## src/rtl/uart_defs.sv

```systemverilog
// uart_defs: shared UART frame constants, state encodings and bit-period derivation
package uart_defs;
    localparam int DATA_BITS = 8;
    localparam int STOP_BITS = 1;
    localparam logic [1:0] S_IDLE  = 2'd0;
    localparam logic [1:0] S_START = 2'd1;
    localparam logic [1:0] S_DATA  = 2'd2;
    localparam logic [1:0] S_STOP  = 2'd3;
    typedef enum logic [1:0] {
        IDLE  = S_IDLE,
        START = S_START,
        DATA  = S_DATA,
        STOP  = S_STOP
    } state_t;
    function automatic int clks_per_bit(input int sys_clk, input int baud_rate);
        return sys_clk / baud_rate;
    endfunction
endpackage

```

## src/rtl/uart_baud_gen.sv

```systemverilog
// uart_baud_gen: bit-period counter producing a one-cycle tick at each period end
module uart_baud_gen #(
    parameter int CLKS_PER_BIT = 434
) (
    input  logic clk,
    input  logic rst,
    input  logic enable,
    input  logic clear,
    output logic bit_tick
);
    localparam int W = $clog2(CLKS_PER_BIT);
    logic [W-1:0] cnt;
    assign bit_tick = enable && cnt == W'(CLKS_PER_BIT - 1);
    // count while a frame is in flight, restarting at frame entry and each period end
    always_ff @(posedge clk or posedge rst)
        if (rst)
            cnt <= '0;
        else if (clear || bit_tick)
            cnt <= '0;
        else if (enable)
            cnt <= cnt + 1'b1;
endmodule

```

## src/rtl/uart_tx.sv

```systemverilog
// uart_tx: 8N1 UART transmitter with valid/ready byte handshake
module uart_tx
    import uart_defs::*;
#(
    parameter int SYS_CLK   = 50000000,
    parameter int BAUD_RATE = 115200
) (
    input  logic       clk,
    input  logic       rst,
    input  logic       tx_valid,
    input  logic [7:0] tx_data,
    output logic       tx_ready,
    output logic       tx_done,
    output logic       tx
);
    localparam int CLKS_PER_BIT = clks_per_bit(SYS_CLK, BAUD_RATE);
    if (CLKS_PER_BIT < 2) begin : g_bad_rate
        $error("uart_tx: CLKS_PER_BIT must be at least 2");
    end
    state_t     state, state_n;
    logic [7:0] shift, shift_n;
    logic [2:0] bit_cnt, bit_n;
    logic       done_n, tx_n, tick, accept;
    assign tx_ready = state == IDLE;
    assign accept   = tx_ready && tx_valid;
    uart_baud_gen #(.CLKS_PER_BIT(CLKS_PER_BIT)) u_baud (
        .clk(clk),
        .rst(rst),
        .enable(state != IDLE),
        .clear(accept),
        .bit_tick(tick)
    );
    // next-state, datapath and line level; tx is registered from the next state so it moves with the FSM
    always_comb begin
        state_n = state;
        shift_n = shift;
        bit_n   = bit_cnt;
        done_n  = 1'b0;
        case (state)
            IDLE:  if (tx_valid) begin
                shift_n = tx_data;
                state_n = START;
            end
            START: if (tick) state_n = DATA;
            DATA:  if (tick) begin
                shift_n = shift >> 1;
                bit_n   = bit_cnt + 3'd1;
                if (bit_cnt == 3'(DATA_BITS - 1)) state_n = STOP;
            end
            STOP:  if (tick) begin
                state_n = IDLE;
                done_n  = 1'b1;
            end
            default: state_n = IDLE;
        endcase
        tx_n = state_n == START ? 1'b0 : state_n == DATA ? shift_n[0] : 1'b1;
    end
    // state registers; reset drops any partial frame and forces the line high at once
    always_ff @(posedge clk or posedge rst)
        if (rst) begin
            state   <= IDLE;
            shift   <= '0;
            bit_cnt <= '0;
            tx_done <= 1'b0;
            tx      <= 1'b1;
        end else begin
            state   <= state_n;
            shift   <= shift_n;
            bit_cnt <= bit_n;
            tx_done <= done_n;
            tx      <= tx_n;
        end
endmodule

```

## config.mk

```make
export PLATFORM = sky130hd
export DESIGN_NAME = uart_tx
export DESIGN_NICKNAME = d
export VERILOG_FILES = /design/src/rtl/uart_defs.sv /design/src/rtl/uart_baud_gen.sv /design/src/rtl/uart_tx.sv
export SDC_FILE = /design/constraint.sdc
export NUM_CORES = 1
export LEC_CHECK = 0
export BUFFER_PORTS_ARGS = -buffer_cell sky130_fd_sc_hd__buf_2
export CORE_ASPECT_RATIO = 1.2
export CORE_MARGIN = 5
export CORE_UTILIZATION = 40
export DETAILED_ROUTE_END_ITERATION = 8
export PLACE_DENSITY = 0.57
export SYNTH_ARGS = -nofsm -noshare
export SYNTH_HDL_FRONTEND = slang
export SYNTH_HIERARCHICAL = 1
export SYNTH_SLANG_ARGS = --single-unit
```

## constraint.sdc

```tcl
create_clock -name clk -period 3 [get_ports clk]
set_input_delay 0.45 -clock clk [delete_from_list [all_inputs] [get_ports clk]]
set_output_delay 0.45 -clock clk [all_outputs]
set_load 0.05 [all_outputs]
```

== Word level (Yosys, flattened, before mapping) ==
Cells that the tools add are included.

* $add $sub $neg: 2
* Eq/ne operators: 9
* Muxes and demuxes: 15
* Reduce and logical (&&, ||, !) cells: 9

{| class="wikitable"
|+ Operator list
! cell !! number
|-
| 9-bit 2-to-1 mux || 2
|-
| 8-bit 2-to-1 mux || 2
|-
| 8-bit one-hot mux with 2 select lines || 1
|-
| 2-bit 2-to-1 mux || 5
|-
| 9-bit by 1-bit adder with 9-bit output, second input constant || 1
|-
| 9-bit == test, second input constant || 1
|-
| 2-bit one-hot mux with 4 select lines || 1
|-
| 2-bit == test, second input constant || 3
|-
| 2-bit nonzero test || 3
|-
| 2-bit by 1-bit == test with 1-bit output, second input constant || 2
|-
| 1-bit 2-to-1 mux || 4
|-
| 3-bit by 1-bit adder with 3-bit output, second input constant || 1
|-
| 3-bit == test, second input constant || 1
|-
| 3-bit AND reduction || 1
|-
| 1-bit logical AND || 2
|-
| 2-bit zero test || 1
|-
| 2-bit by 1-bit != test with 1-bit output, second input constant || 1
|-
| 2-bit != test, second input constant || 1
|-
| 2-bit AND reduction || 1
|-
| 1-bit logical OR || 1
|}

* Bits in registers: 24
* Bits of input ports: 11
* Word-level logic and storage cells: 42

== Longest topological paths before layout ==
* Depth after elaboration: 7
* Mapped depth: 12

== By module ==
Netlist, hierarchy kept.

{| class="wikitable"
|+ Modules (own cells, without submodules)
! module !! times used !! cells an instance !! area an instance (µm²) !! sequential area each (µm²)
|-
| uart_tx || 1 || 62 || 749.5 || 376.6
|-
| uart_baud_gen || 1 || 53 || 521.8 || 225.2
|}

== Worst setup path after synthesis ==
Ideal clock, no wire load.

* Path kind: flip-flop to flip-flop
* Start point: reg state[1]
* End point: reg shift[1]
* Library setup time: 0.126 ns
* Data arrival time: 2.146 ns
* Required time: 2.874 ns
* Setup slack: 0.728 ns
* Cell stages (with the launch flop): 12
* Buffers on the path: 5
* Period minus slack after synthesis: 2.272 ns
* Cell sequence: dfrtp_1 buf_4 nor2_2 buf_4 inv_1 buf_4 nand2_1 nor3_1 buf_2 and3b_1 buf_6 a221o_1

* Elaborated cells on any way between the ends: 9
* Classes of those cells: 3 x eq/ne; 1 x mux; 5 x reduce/logical

{| class="wikitable"
|+ RTL lines
! element !! line !! source
|-
| start, declared || uart_tx.sv:20 || <nowiki>state_t state, state_n;</nowiki>
|-
| start signal, assigned || uart_tx.sv:67 || <nowiki>state <= state_n;</nowiki>
|-
| 2-bit zero test (*) || -- ||
|-
| named net tx_ready || uart_tx.sv:12 || <nowiki>output logic tx_ready,</nowiki>
|-
| 2-bit != test (no source line) or 2-bit nonzero test (tied branches) || -- ||
|-
| 3-bit AND reduction (no source line) || -- ||
|-
| end signal, assigned || uart_tx.sv:68 || <nowiki>shift <= shift_n;</nowiki>
|-
| end, declared || uart_tx.sv:21 || <nowiki>logic [7:0] shift, shift_n;</nowiki>
|}

The timed path passes the listed nets; every way through them passes the cells marked *.
A chain may end at the register's enable or synchronous reset.

== Final worst setup path ==
* Start point: reg u_baud.cnt[2]
* End point: reg shift[1]

* Longest elaborated chain between the ends: 4

{| class="wikitable"
|+ RTL lines
! element !! line !! source
|-
| start, declared || uart_baud_gen.sv:12 || <nowiki>logic [W-1:0] cnt;</nowiki>
|-
| start signal, assigned || uart_baud_gen.sv:21 || <nowiki>cnt <= cnt + 1'b1;</nowiki>
|-
| 9-bit == test || uart_baud_gen.sv:13 || <nowiki>assign bit_tick = enable && cnt == W'(CLKS_PER_BIT - 1);</nowiki>
|-
| 1-bit logical AND || uart_baud_gen.sv:13 ||
|-
| named net tick || uart_tx.sv:23 || <nowiki>logic done_n, tx_n, tick, accept;</nowiki>
|-
| 2-bit by 1-bit != test with 1-bit output (no source line) || -- ||
|-
| 3-bit AND reduction (no source line) || -- ||
|}

The timed path passes the listed nets, and every way through them passes these cells.

==> flow_summary_export.csv <==
group,metric,value,unit
synth,synthFlopType,"dfrtp_1",
global_route,grt_pass1_vias,922,
pwr,p_seq_share,46.0,%
setup_path,critPathLaunchType,"flip-flop",
pwr,ir_drop,0.506,mV
pwr,clockPowerShare,18.1,%
synth,synth_edf_count,0,
global_route,grt_pass1_wl,4.11,mm
floorplanning,start_util,41.6,%
detailed_routing,wire_per_inst,14.4,um
setup_path,rrSetupSlack,0.61,ns
sta,hold_viol,0,
detailed_routing,wl,2.34,mm
setup_path,critPathKind,"flip-flop to flip-flop",
clock_tree,clkLatencyLatePin,0.31,ns
floorplanning,rows,22,
clock_tree,post-cts-setup-buffers,0,
run,maxCapViolations,0,
sta,tns,0,ns
run_status,outcome,"completed",
global_route,grt_most_used_layer,"met2",
final_layout,areaGrowthSynthToFinish,9.74,%
sta,slew_viol_final,0,
final_layout,antenna_cells,0,
setup_path,rr_startpoint,"u_baud/cnt[2]",
floorplanning,die_x,61.5,um
detailed_routing,via_count,930,
final_layout,drive_gt1_share,25.2,%
sta,finalCriticalPeriod,2.39,ns
setup_path,crit_end,"shift[1]",
detailed_routing,vias_per_cell,5.71,
clock_tree,clkSinkCount,24,
sta,rsz0062_at_grt,"no",
sta,fin_ws,0.606,ns
floorplanning,die-height,71.8,um
clock_tree,clk_path_buf_depth,2,
synth,synthesis.area,1270,um^2
global_route,met1_usage,15.5,%
floorplanning,coreArea,3060,um^2
synth,synth_cell_types,40,
clock_tree,cts_made_buffers,3,
synth,yosys.area.top_type_share,45.3,%
place,gp_congestion,0.889,
synth,yosys_warnings,6,
detailed_routing,drc,0,
synth,synthTopCellsByCount,"dfrtp_1, nand2_1, inv_1",
detailed_routing,drtPass1Iterations,4,
sta,slew_headroom,62.4,%
synth,ys_seq_area_share,47.3,%
setup_path,cp_slowest_cell,"or4b_4",
setup_path,cp.required,3.21,ns
final_layout,nNetsFinal,143,
pwr,p_comb_share,35.9,%
sta,fin_skew,0.00300,ns
setup_path,reg2reg_to,"shift[1]",
global_route,use_met2,18.1,%
clock_tree,cts_tree,"done",
global_route,use_met3,2.70,%
sta,post-route-period-util,79.8,%
min_path,hold_path_class,"primary input to asynchronous set/reset pin",
global_route,antenna_found_initial,0,
global_route,grt_max_degree,16,
detailed_routing,drt_iter0_markers,29,
clock_tree,post_cts_resized,0,
clock_tree,clk_pin_slew,0.14,ns
synth,syn-num-nets,130,
place,dpl.hpwl,1.73,mm
place,dp_slack,0.623,ns
clock_tree,htreeDepth,1,
sta,fmax,418,MHz
setup_path,reg2reg_depth,6,
setup_path,crit_arrival,2.61,ns
synth,synthArstFlopShare,100,%
place,port_buffers,13,
setup_path,crit_chain,"or4b_4 -> nor3_1 -> buf_4 -> and3b_1 -> a21oi_4 -> a221o_1",
clock_tree,cts_root_buf,"clkbuf_4",
synth,syn_inst,115,
pwr,power-per-cell-area,938,nW/um^2
global_route,overflow,0,
floorplanning,die-area,4410,um^2
clock_tree,cts_hold_buf,0,
synth,yosys-top-cells-area,"dfrtp_1, a221o_1, ha_1",
pwr,internal-power,0.000816,W
detailed_routing,postRouteAntennaNets,0,
setup_path,cp-startpoint,"u_baud/cnt[2]",
synth,synth_most_common_cell,"dfrtp_1",
setup_path,cp-end-kind,"flip-flop",
setup_path,cp_max_fo,10,
synth,ys_ff_latch,24,
floorplanning,ios,14,
synth,syn_area_per_cell,11.1,um^2
global_route,grt_usage,11.9,%
pwr,p_sw_share,37.7,%
pwr,p_leak,0.663,nW
synth,yosysTopAreaCell,"dfrtp_1",
setup_path,slowest_delay,0.60,ns
sta,tightest_slew,0.563,ns
sta,setup_violations,0,
pwr,netSwitchingPower,0.000493,W
-- power groups by stage --
stage	clock, W	sequential (W)	combinational, W
floorplan	0	0.000573	0.000411
global placement	0	0.000602	0.000463
detailed placement	0	0.000605	0.000472
CTS	0.000243	0.000600	0.000474
global route	0.000256	0.000624	0.000536
finish	0.000236	0.000603	0.000470
-- routing by layer --
layer	share of wire [%]	vias to the layer above
li1	-	444
met1	45	453
met2	48	24
met3	4.4	9
met4	2.6	0
met5	0	-
-- kinds of logic (layout without fill, tap and decap cells) --
logic type	after synthesis	count (layout)	share of synthesized area [%]
muxes	4	4	3.54
DFF	24	24	47.3
buffers and inverters	14	26	6.30
xor gates and xnor gates	6	6	4.13
and+or+nand+nor	39	39	18.1
adders and majority gates	4	4	3.94
AOI/OAI and AO/OA	24	24	16.6
-- how the worst min path moves through the flow --
stage | startpoint | end | slack [ns] | depth (start not counted)
detailed placement | rst | u_baud/cnt[7] | 0.44 | 2
global placement | rst | u_baud/cnt[8] | 0.44 | 2
floorplan | rst | u_baud/cnt[0] | 0.28 | 1
global route | rst | u_baud/cnt[0] | 0.09 | 2
finish | rst | u_baud/cnt[8] | 0.08 | 2
CTS | rst | u_baud/cnt[2] | 0.08 | 2
-- area by class of cell --
class	count	area, um^2
tap	36	45.0
timing repair buffer	15	80.1
fill	288	1660
clock inverter	1	30.0
clock buffer	3	22.5
sequential	24	602
inverter	7	26.3
multi-input combinational	77	589
-- critical path: cells and delay by family (launching register included) --
family	cells	cell delay, ns
compound gates	2	0.41
buf+inv	1	0.18
flops	1	0.45
simple gates	3	1.25
-- stage by stage --
step	instance area [um^2]	hold slack, ns	total power, W	util [%]	instances
finish	1400	0.0781	0.00131	45.7	163
CTS	1400	0.0833	0.00132	45.7	163
global placement	1340	0.438	0.00107	43.9	159
global route	1400	0.0881	0.00142	45.7	163
floorplan	1270	0.278	0.000984	-	115
detailed placement	1340	0.442	0.00108	43.9	159
-- cell usage in the layout, fill, tap and decap left out, types with 4 or more instances in the layout --
cell     instances
a221o_1          6
dfrtp_1         23
mux2_2           4
nor2_1           5
and3_1           6
inv_1            7
ha_1             4
nand2_1          9
buf_2           13
-- registers in the layout (all words and copies together), names as in the netlist --
signal      cells
state           2
tx_done         1
shift           8
bit_cnt         3
tx              1
u_baud/cnt      9
(Power assumes the default switching activity.)
